$ cat src/rtl/muldiv_pkg.sv
// Shared definitions for the EX-stage multiply/divide unit: op encodings,
// FSM state type, default operand width and small op-decode helpers.
// The divider datapath is present only when MULDIV_DIV_EN is defined.
package muldiv_pkg;

  localparam int MULDIV_WIDTH = 32;

  localparam logic [1:0] OP_MULTU = 2'b00;
  localparam logic [1:0] OP_MULT  = 2'b01;
  localparam logic [1:0] OP_DIVU  = 2'b10;
  localparam logic [1:0] OP_DIV   = 2'b11;

  typedef enum logic {
    IDLE = 1'b0,
    BUSY = 1'b1
  } state_t;

  // True for DIV/DIVU.
  function automatic logic op_is_div(input logic [1:0] o);
    return (o == OP_DIVU) || (o == OP_DIV);
  endfunction

  // True for the signed variants MULT/DIV.
  function automatic logic op_is_signed(input logic [1:0] o);
    return (o == OP_MULT) || (o == OP_DIV);
  endfunction

endpackage

$ cat src/rtl/muldiv_step.sv
// One iteration of the multiply/divide datapath, purely combinational.
// Multiply: shift-add on a 2*WIDTH accumulator (multiplier in the low half,
// partial product growing in the high half).
// Divide (only with MULDIV_DIV_EN): restoring shift-subtract, remainder in the
// high half, dividend shifting out / quotient shifting in on the low half.
module muldiv_step
  import muldiv_pkg::*;
#(
  parameter int WIDTH = MULDIV_WIDTH
) (
`ifdef MULDIV_DIV_EN
  input  logic                 is_div,
`endif
  input  logic [2*WIDTH-1:0]   acc_in,
  input  logic [WIDTH-1:0]     opnd,
  output logic [2*WIDTH-1:0]   acc_out
);

  logic [WIDTH:0]       sum;
  logic [2*WIDTH-1:0]   mul_out;

  // Shift-add: conditionally add the multiplicand to the high half, then shift right.
  always_comb begin
    sum     = {1'b0, acc_in[2*WIDTH-1:WIDTH]} + (acc_in[0] ? {1'b0, opnd} : {(WIDTH+1){1'b0}});
    mul_out = {sum, acc_in[WIDTH-1:1]};
  end

`ifdef MULDIV_DIV_EN
  logic [WIDTH:0]       shifted;
  logic [WIDTH:0]       diff;
  logic [2*WIDTH-1:0]   div_out;

  // Restoring divide: shift in the next dividend bit, subtract if it fits.
  always_comb begin
    shifted = {acc_in[2*WIDTH-1:WIDTH], acc_in[WIDTH-1]};
    diff    = shifted - {1'b0, opnd};
    if (!diff[WIDTH]) begin
      div_out = {diff[WIDTH-1:0], acc_in[WIDTH-2:0], 1'b1};
    end else begin
      div_out = {shifted[WIDTH-1:0], acc_in[WIDTH-2:0], 1'b0};
    end
  end

  // Select the datapath for the operation in flight.
  always_comb begin
    acc_out = is_div ? div_out : mul_out;
  end
`else
  // Only the multiplier exists in this build.
  always_comb begin
    acc_out = mul_out;
  end
`endif

endmodule

$ cat src/rtl/ex_muldiv.sv
// Iterative multiply/divide unit sitting in EX behind the ID/EX register.
// Computes HI:LO for MULT/MULTU/DIV/DIVU in WIDTH iterations while holding
// the front of the pipeline with stall_req. Define MULDIV_DIV_EN to include
// the divider; without it, divide ops retire in one cycle leaving HI/LO alone.
//
// Handshake: start is a level request from the EX instruction. It is taken
// in IDLE when done is low and flush is low; from then until the result
// cycle stall_req is high and ID/EX is frozen, so start stays high. done is
// a one-cycle pulse with HI/LO valid; stall_req is low in that cycle so the
// instruction leaves EX, and the still-high start in that cycle is ignored.
module ex_muldiv
  import muldiv_pkg::*;
#(
  parameter int WIDTH = MULDIV_WIDTH
) (
  input  logic             clk,
  input  logic             rst_n,
  input  logic             start,
  input  logic [1:0]       op,
  input  logic [WIDTH-1:0] src_a,
  input  logic [WIDTH-1:0] src_b,
  input  logic             flush,
  output logic             stall_req,
  output logic             busy,
  output logic             done,
  output logic             div_by_zero,
  output logic [WIDTH-1:0] hi_out,
  output logic [WIDTH-1:0] lo_out
);

  localparam int CW = $clog2(WIDTH + 1);

  state_t             state;
  logic [CW-1:0]      count;
  logic [2*WIDTH-1:0] acc;
  logic [2*WIDTH-1:0] acc_step;
  logic [WIDTH-1:0]   opnd;
  logic               sign_p;     // product sign (mult) or quotient sign (div)

  logic               accept;
  logic               op_signed;
  logic               sign_a;
  logic               sign_b;
  logic [WIDTH-1:0]   mag_a;
  logic [WIDTH-1:0]   mag_b;
  logic [2*WIDTH-1:0] prod_fix;

`ifdef MULDIV_DIV_EN
  logic               is_div;
  logic               sign_r;     // remainder sign follows the dividend
  logic [WIDTH-1:0]   quot_fix;
  logic [WIDTH-1:0]   rem_fix;
`endif

  // Operand magnitudes, acceptance and pipeline-hold decode.
  always_comb begin
    op_signed = op_is_signed(op);
    sign_a    = op_signed & src_a[WIDTH-1];
    sign_b    = op_signed & src_b[WIDTH-1];
    mag_a     = sign_a ? -src_a : src_a;
    mag_b     = sign_b ? -src_b : src_b;
    accept    = (state == IDLE) & start & ~done & ~flush;
    stall_req = (state == BUSY) | accept;
    busy      = (state == BUSY);
  end

  muldiv_step #(
    .WIDTH   (WIDTH)
  ) u_step (
`ifdef MULDIV_DIV_EN
    .is_div  (is_div),
`endif
    .acc_in  (acc),
    .opnd    (opnd),
    .acc_out (acc_step)
  );

  // Sign correction of the final iteration's result.
  always_comb begin
    prod_fix = sign_p ? -acc_step : acc_step;
`ifdef MULDIV_DIV_EN
    quot_fix = sign_p ? -acc_step[WIDTH-1:0] : acc_step[WIDTH-1:0];
    rem_fix  = sign_r ? -acc_step[2*WIDTH-1:WIDTH] : acc_step[2*WIDTH-1:WIDTH];
`endif
  end

  // Control FSM plus iteration registers and the architectural HI/LO.
  always_ff @(posedge clk or negedge rst_n) begin
    if (!rst_n) begin
      state       <= IDLE;
      count       <= '0;
      acc         <= '0;
      opnd        <= '0;
      sign_p      <= 1'b0;
      hi_out      <= '0;
      lo_out      <= '0;
      done        <= 1'b0;
      div_by_zero <= 1'b0;
`ifdef MULDIV_DIV_EN
      is_div      <= 1'b0;
      sign_r      <= 1'b0;
`endif
    end else begin
      done        <= 1'b0;
      div_by_zero <= 1'b0;
      if (flush) begin
        // Squash: drop whatever is in flight, HI/LO keep the last result.
        state <= IDLE;
      end else begin
        case (state)
          IDLE: begin
            if (accept) begin
              if (op_is_div(op)) begin
`ifdef MULDIV_DIV_EN
                if (src_b == '0) begin
                  hi_out      <= src_a;
                  lo_out      <= '1;
                  done        <= 1'b1;
                  div_by_zero <= 1'b1;
                end else begin
                  state  <= BUSY;
                  count  <= CW'(WIDTH);
                  acc    <= {{WIDTH{1'b0}}, mag_a};
                  opnd   <= mag_b;
                  is_div <= 1'b1;
                  sign_p <= sign_a ^ sign_b;
                  sign_r <= sign_a;
                end
`else
                done <= 1'b1;
`endif
              end else begin
                state  <= BUSY;
                count  <= CW'(WIDTH);
                acc    <= {{WIDTH{1'b0}}, mag_b};
                opnd   <= mag_a;
                sign_p <= sign_a ^ sign_b;
`ifdef MULDIV_DIV_EN
                is_div <= 1'b0;
                sign_r <= 1'b0;
`endif
              end
            end
          end
          BUSY: begin
            acc   <= acc_step;
            count <= count - CW'(1);
            if (count == CW'(1)) begin
              state <= IDLE;
              done  <= 1'b1;
`ifdef MULDIV_DIV_EN
              if (is_div) begin
                hi_out <= rem_fix;
                lo_out <= quot_fix;
              end else
`endif
              begin
                {hi_out, lo_out} <= prod_fix;
              end
            end
          end
          default: state <= IDLE;
        endcase
      end
    end
  end

endmodule
$ cat config.mk
export PLATFORM = sky130hd
export DESIGN_NAME = ex_muldiv
export DESIGN_NICKNAME = d
export VERILOG_FILES = /design/src/rtl/muldiv_pkg.sv /design/src/rtl/muldiv_step.sv /design/src/rtl/ex_muldiv.sv
export SDC_FILE = /design/constraint.sdc
export NUM_CORES = 1
export LEC_CHECK = 0
export CAP_MARGIN = 20
export CORE_UTILIZATION = 30
export CTS_CLUSTER_DIAMETER = 30
export CTS_CLUSTER_SIZE = 12
export DETAILED_ROUTE_END_ITERATION = 16
export GPL_TIMING_DRIVEN = 0
export HOLD_SLACK_MARGIN = 0.12
export PLACE_DENSITY = 0.5
export SLEW_MARGIN = 0
export SYNTH_ARGS = -nofsm -noshare
export SYNTH_HDL_FRONTEND = slang
export SYNTH_SLANG_ARGS = --single-unit
$ cat constraint.sdc
create_clock -name clk -period 5.85 [get_ports clk]
set_clock_uncertainty 0.2 [all_clocks]
set_input_delay 1.17 -clock clk [delete_from_list [all_inputs] [get_ports clk]]
set_output_delay 1.17 -clock clk [all_outputs]
set_load 0.03 [all_outputs]
## Word-level counts from Yosys, hierarchy flattened

Index checks and enable logic that the tools add are counted.

- Flip-flop bits (word level): 169
- Bits of input ports: 70
- Output and inout bits: 68

- $add $sub $neg: 5
- Eq/ne operators: 6
- Mux-type cells: 20
- Bitwise gates (word level): 11
- Reduce and logical (&&, ||, !) cells: 5

Operator list:

| operator | number |
|---|---|
| $mux W64 | 3 |
| $pmux W64 S2 | 1 |
| $mux W32 | 3 |
| $neg A32 Y32 | 2 |
| $neg A64 Y64 | 1 |
| $add A32 B33 Y33 | 1 |
| $mux W6 | 2 |
| $pmux W6 S2 | 1 |
| $mux W1 | 8 |
| $eq A6 B1 Y1 const B | 1 |
| $reduce_and A3 Y1 | 2 |
| $sub A6 B1 Y6 const B | 1 |
| $and A1 B1 Y1 | 5 |
| $eq A2 B2 Y1 const B | 2 |
| $ne A2 B2 Y1 const B | 2 |
| $not A1 Y1 | 4 |
| $pmux W1 S2 | 2 |
| $reduce_and A4 Y1 | 1 |
| $eq A2 B1 Y1 const B | 1 |
| $logic_or A1 B1 Y1 | 2 |
| $or A1 B1 Y1 | 1 |
| $xor A1 B1 Y1 | 1 |

## Longest topological paths before layout

- Word-level depth: 7
- Depth in mapped cells: 14
- Depth with buffers taken out: 13

## Cells and area by module

A second synthesis with hierarchy kept.

- Cells, all modules: 1289
- Area total of the unflattened synthesis: 11350.9 um2

Modules (own cells, without submodules):

| module | times used | cells an instance | area each (um2) | sequential area each (um2) |
|---|---|---|---|---|
| ex_muldiv | 1 | 994 | 9163.8 | 4229.1 |
| muldiv_step | 1 | 295 | 2187.1 | 0.0 |

## Worst setup path after synthesis

OpenSTA, ideal clock, no wires.

- Path type: flip-flop to flip-flop
- Start: reg acc[0]
- End: reg hi_out[31]
- Arrival time: 4.089 ns
- Setup slack: 1.436 ns
- Cell stages (with the launch flop): 15
- Buffers on the path: 2
- Period minus slack after synthesis: 4.414 ns
- Path through: dfrtp_1 > clkbuf_1 > and2_1 > ha_1 > clkbuf_1 > nand4_1 > or3_1 > or3_1 > a31oi_2 > a311oi_1 > xnor2_1 > or4b_2 > o41ai_2 > xnor2_1 > mux2_2

- Longest elaborated chain between the ends: 4

Ends and longest elaborated chain:

| what | line | RTL |
|---|---|---|
| from (decl) | ex_muldiv.sv:35 | `logic [2*WIDTH-1:0] acc;` |
| from (signal assigned) | ex_muldiv.sv:135 | `acc <= {{WIDTH{1'b0}}, mag_b};` |
| from (signal assigned) | ex_muldiv.sv:146 | `acc <= acc_step;` |
| $mux W32 (*) | muldiv_step.sv:24 | `sum = {1'b0, acc_in[2*WIDTH-1:WIDTH]} + (acc_in[0] ? {1'b0, opnd} : {(WIDTH+1){1'b0}});` |
| $add A32 B33 Y33 (*) | muldiv_step.sv:24 |  |
| $neg A64 Y64 | ex_muldiv.sv:80 | `prod_fix = sign_p ? -acc_step : acc_step;` |
| $mux W64 (*) | ex_muldiv.sv:80 |  |
| to (signal assigned) | ex_muldiv.sv:158 | `{hi_out, lo_out} <= prod_fix;` |
| to (decl) | ex_muldiv.sv:27 | `output logic [WIDTH-1:0] hi_out,` |

Mark *: on every way between the ends. The rest lies on a longest branch, timed or not.
A chain may end at the register's enable or synchronous reset.

## Worst setup path after layout

Same ends and word-level chain as after synthesis.

==> results.cfg <==
[placed_design]
dp_hpwl_mm = 29.3
placed_cells = 2016
io_buffers = 136
routabilityCongestion = 0.906

[sta]
final.period_utilization_pct = 90.0
hold_ws_ps = 278
layout_min_cycle_time_ps = 5270
max_freq_ghz = 0.190
hold_viol = 0
report.final.setup_viol = 0
worst_pin_slew_ps = 1030
slew_violations = 0
slew_headroom_pct = 30.6
rsz0062_at_grt = no

[synthesis]
avgSynthCellArea_um2 = 8.23
ys_ff_latch = 169
syn-num-nets = 1483
yosysUniqueCellTypes = 74
synth_warnings = 0
synthCells = 1375
synthFlopType = dfrtp_1
yosysTopAreaCellShare_pct = 37.4
synth_edf_count = 0
synth_top_cells_by_area = dfrtp_1, o21ai_0, nand2_1, xor2_1, xnor2_1
yosysMostFrequentCell = nand2_1
ys_seq_area_share_pct = 37.4
synthTopCellsByCount = nand2_1, o21ai_0, dfrtp_1
syn-cell-area_mm2 = 0.0113
synth_async_sr_flop_share_pct = 100
synth_top_area_cell = dfrtp_1

[cells_and_area]
area_delta_synth_final_pct = 23.3
drive_above_1_share_pct = 4.40
num_antenna_cells = 0
finalNetCount = 1639
layoutNonFillerInstCount = 2048

[critical_path]
criticalPathCategory = reg -> reg
cp.arrival_ps = 5400
path_cells = clkbuf_1 > and2_1 > ha_1 > clkbuf_1 > nand4_1 > or3_1 > or3_1 > a31oi_2 > a311oi_1 > xnor2_1 > or4b_2 > o41ai_2 > xnor2_1 > mux2_2
cpLargestDelayFamily = simple AND/OR/NAND/NOR gates
cp_data_required_time_ps = 5980
cpPeakStageDelay_ps = 710
end_kind = flop
crit_path_top_delay_cell = or4b_2
worst-path-buf-inv = 2
setup.worst_path.start_class = flop
worstPathMaxFanout = 10

[global_routing]
grt_use_met1_pct = 29.1
antenna_found_initial = 0
grt_first_pass_wirelength_mm = 58.4
busiest_layer = met2
grt_pass1_vias = 10200
grtUsageMet2_pct = 30.1
grt_usage_pct = 19.5
grtUsageMet3_pct = 2.29
overflow = 0
grt_max_degree = 89

[route]
dr.pass1.iters = 5
antenna_left = 0
drt-vias-per-instance = 5.08
drc = 0
wl_mm = 37.0
vias = 10400
drt_iter0_drc = 714
wl_per_cell_um = 18.1

[min_path]
min_path_type = reg -> reg

[clock_tree]
cts_root_buffer = clkbuf_16
clk_pin_slew_ps = 70
clock_latency_ps = 440
tritoncts = yes
cts_buffers = 17
clock_path_buffers = 2
cts_hold_buf = 0
ctsResizeCount = 0
post_cts.repair.setup_buffers = 0
cts_max_level = 4
numClockSinks = 169

[floorplan]
dieArea_mm2 = 0.0385
ios = 138
rows = 70
start_util_pct = 30.7
core-area_mm2 = 0.0369
die_h_um = 196
die_w_um = 196

[run_status]
outcome = completed

[run]
cap_viol_max_count = 0

[power_and_ir_drop]
peakVddDrop_uv = 159
p_leak_nw = 5.70
powerDensity_mw_per_mm2 = 304
-- final timing paths --
| kind | depth (start not counted) | slack (ps) | to | from |
|---|---|---|---|---|
| setup / recovery | 14 | 580 | hi_out[31] | acc[0] |
| hold / removal | 2 | 280 | opnd[14] | opnd[14] |
| setup reg to reg | 14 | 580 | hi_out[31] | acc[0] |
| max in group asynchronous | 2 | 4060 | acc[62] | rst_n |
| hold reg to reg | 2 | 280 | opnd[14] | opnd[14] |
| min in group asynchronous | 1 | 500 | opnd[11] | rst_n |
-- report_power, final --
part           internal [mW]  leakage, nW  switching (mW)
logic                  0.554         3.18           0.916
registers               1.36         2.24           0.203
clock network          0.664        0.287           0.535
-- flip-flops by register name, summed over array words and instances, names as in the netlist --
name,count
acc,64
hi_out,32
lo_out,32
opnd,32
count,6
busy,1
done,1
sign_p,1
-- routing by layer --
layer | vias up | part of all wire (%)
met5 | - | 0
met4 | 0 | 0.92
met3 | 23 | 3.6
met2 | 219 | 44
met1 | 4984 | 51
li1 | 5178 | -
-- tightest hold or removal path: stages, from the launching register on --
cell,delay [ps]
dfrtp_1,340
nand2_1,40
o21ai_0,60
-- cells by family (layout without fill, tap and decap cells) --
| logic type | count (synthesis) | count (layout) | synth area share [%] |
|---|---|---|---|
| compound gates | 412 | 412 | 21.9 |
| xor+xnor | 143 | 143 | 11.1 |
| fa+ha+maj | 38 | 38 | 4.27 |
| buf+inv | 100 | 269 | 3.40 |
| flops | 169 | 169 | 37.4 |
| mux | 5 | 5 | 0.464 |
| other cells | 1 | 1 | 0.0331 |
| simple gates | 507 | 507 | 21.5 |
-- layout by cell type (no fill, tap or decap), types with 6 or more instances in the layout --
master and count:
or2_2 8, o31ai_1 34, clkbuf_1 65, clkbuf_16 17, nand3_1 41, a22o_1 6, buf_1 6, xnor2_1 59
and3_1 7, o211ai_1 10, nor2b_1 8, a21oi_1 88, o21a_1 6, o21ai_0 202, nor3_1 20, xor2_1 84
nand2b_1 10, or4_1 10, dfrtp_1 169, ha_1 37, and2_1 40, nand4_1 10, inv_1 23, a21o_1 11
nand2_1 223, o41ai_1 8, nor2_1 76, nor4_1 13, clkdlybuf4s50_1 135, or3_1 21
-- cell type report --
cell class | instances | area (um^2)
plain buffers | 76 | 294
clock buffers | 19 | 453
clock inverters | 13 | 156
fillers | 3815 | 22900
inverters | 24 | 90.1
multi-input cells | 1106 | 6700
flip-flops and latches | 169 | 4230
well taps | 504 | 631
repair buffers | 137 | 1390
-- stage by stage --
step | TNS (ps) | instance area [um^2] | power [mW] | utilization, % | setup WS (ps)
after floorplan | 0 | 11300 | 2.48 | - | 1440
after global placement | -669390 | 13300 | 3.03 | 36.1 | -3980
after detailed placement | 0 | 13300 | 3.05 | 36.2 | 576
after CTS | 0 | 13900 | 4.25 | 37.8 | 564
after global routing | 0 | 13900 | 4.50 | 37.8 | 338
final | 0 | 13900 | 4.23 | 37.8 | 584
Note: power is estimated with default switching activity, not from simulation.
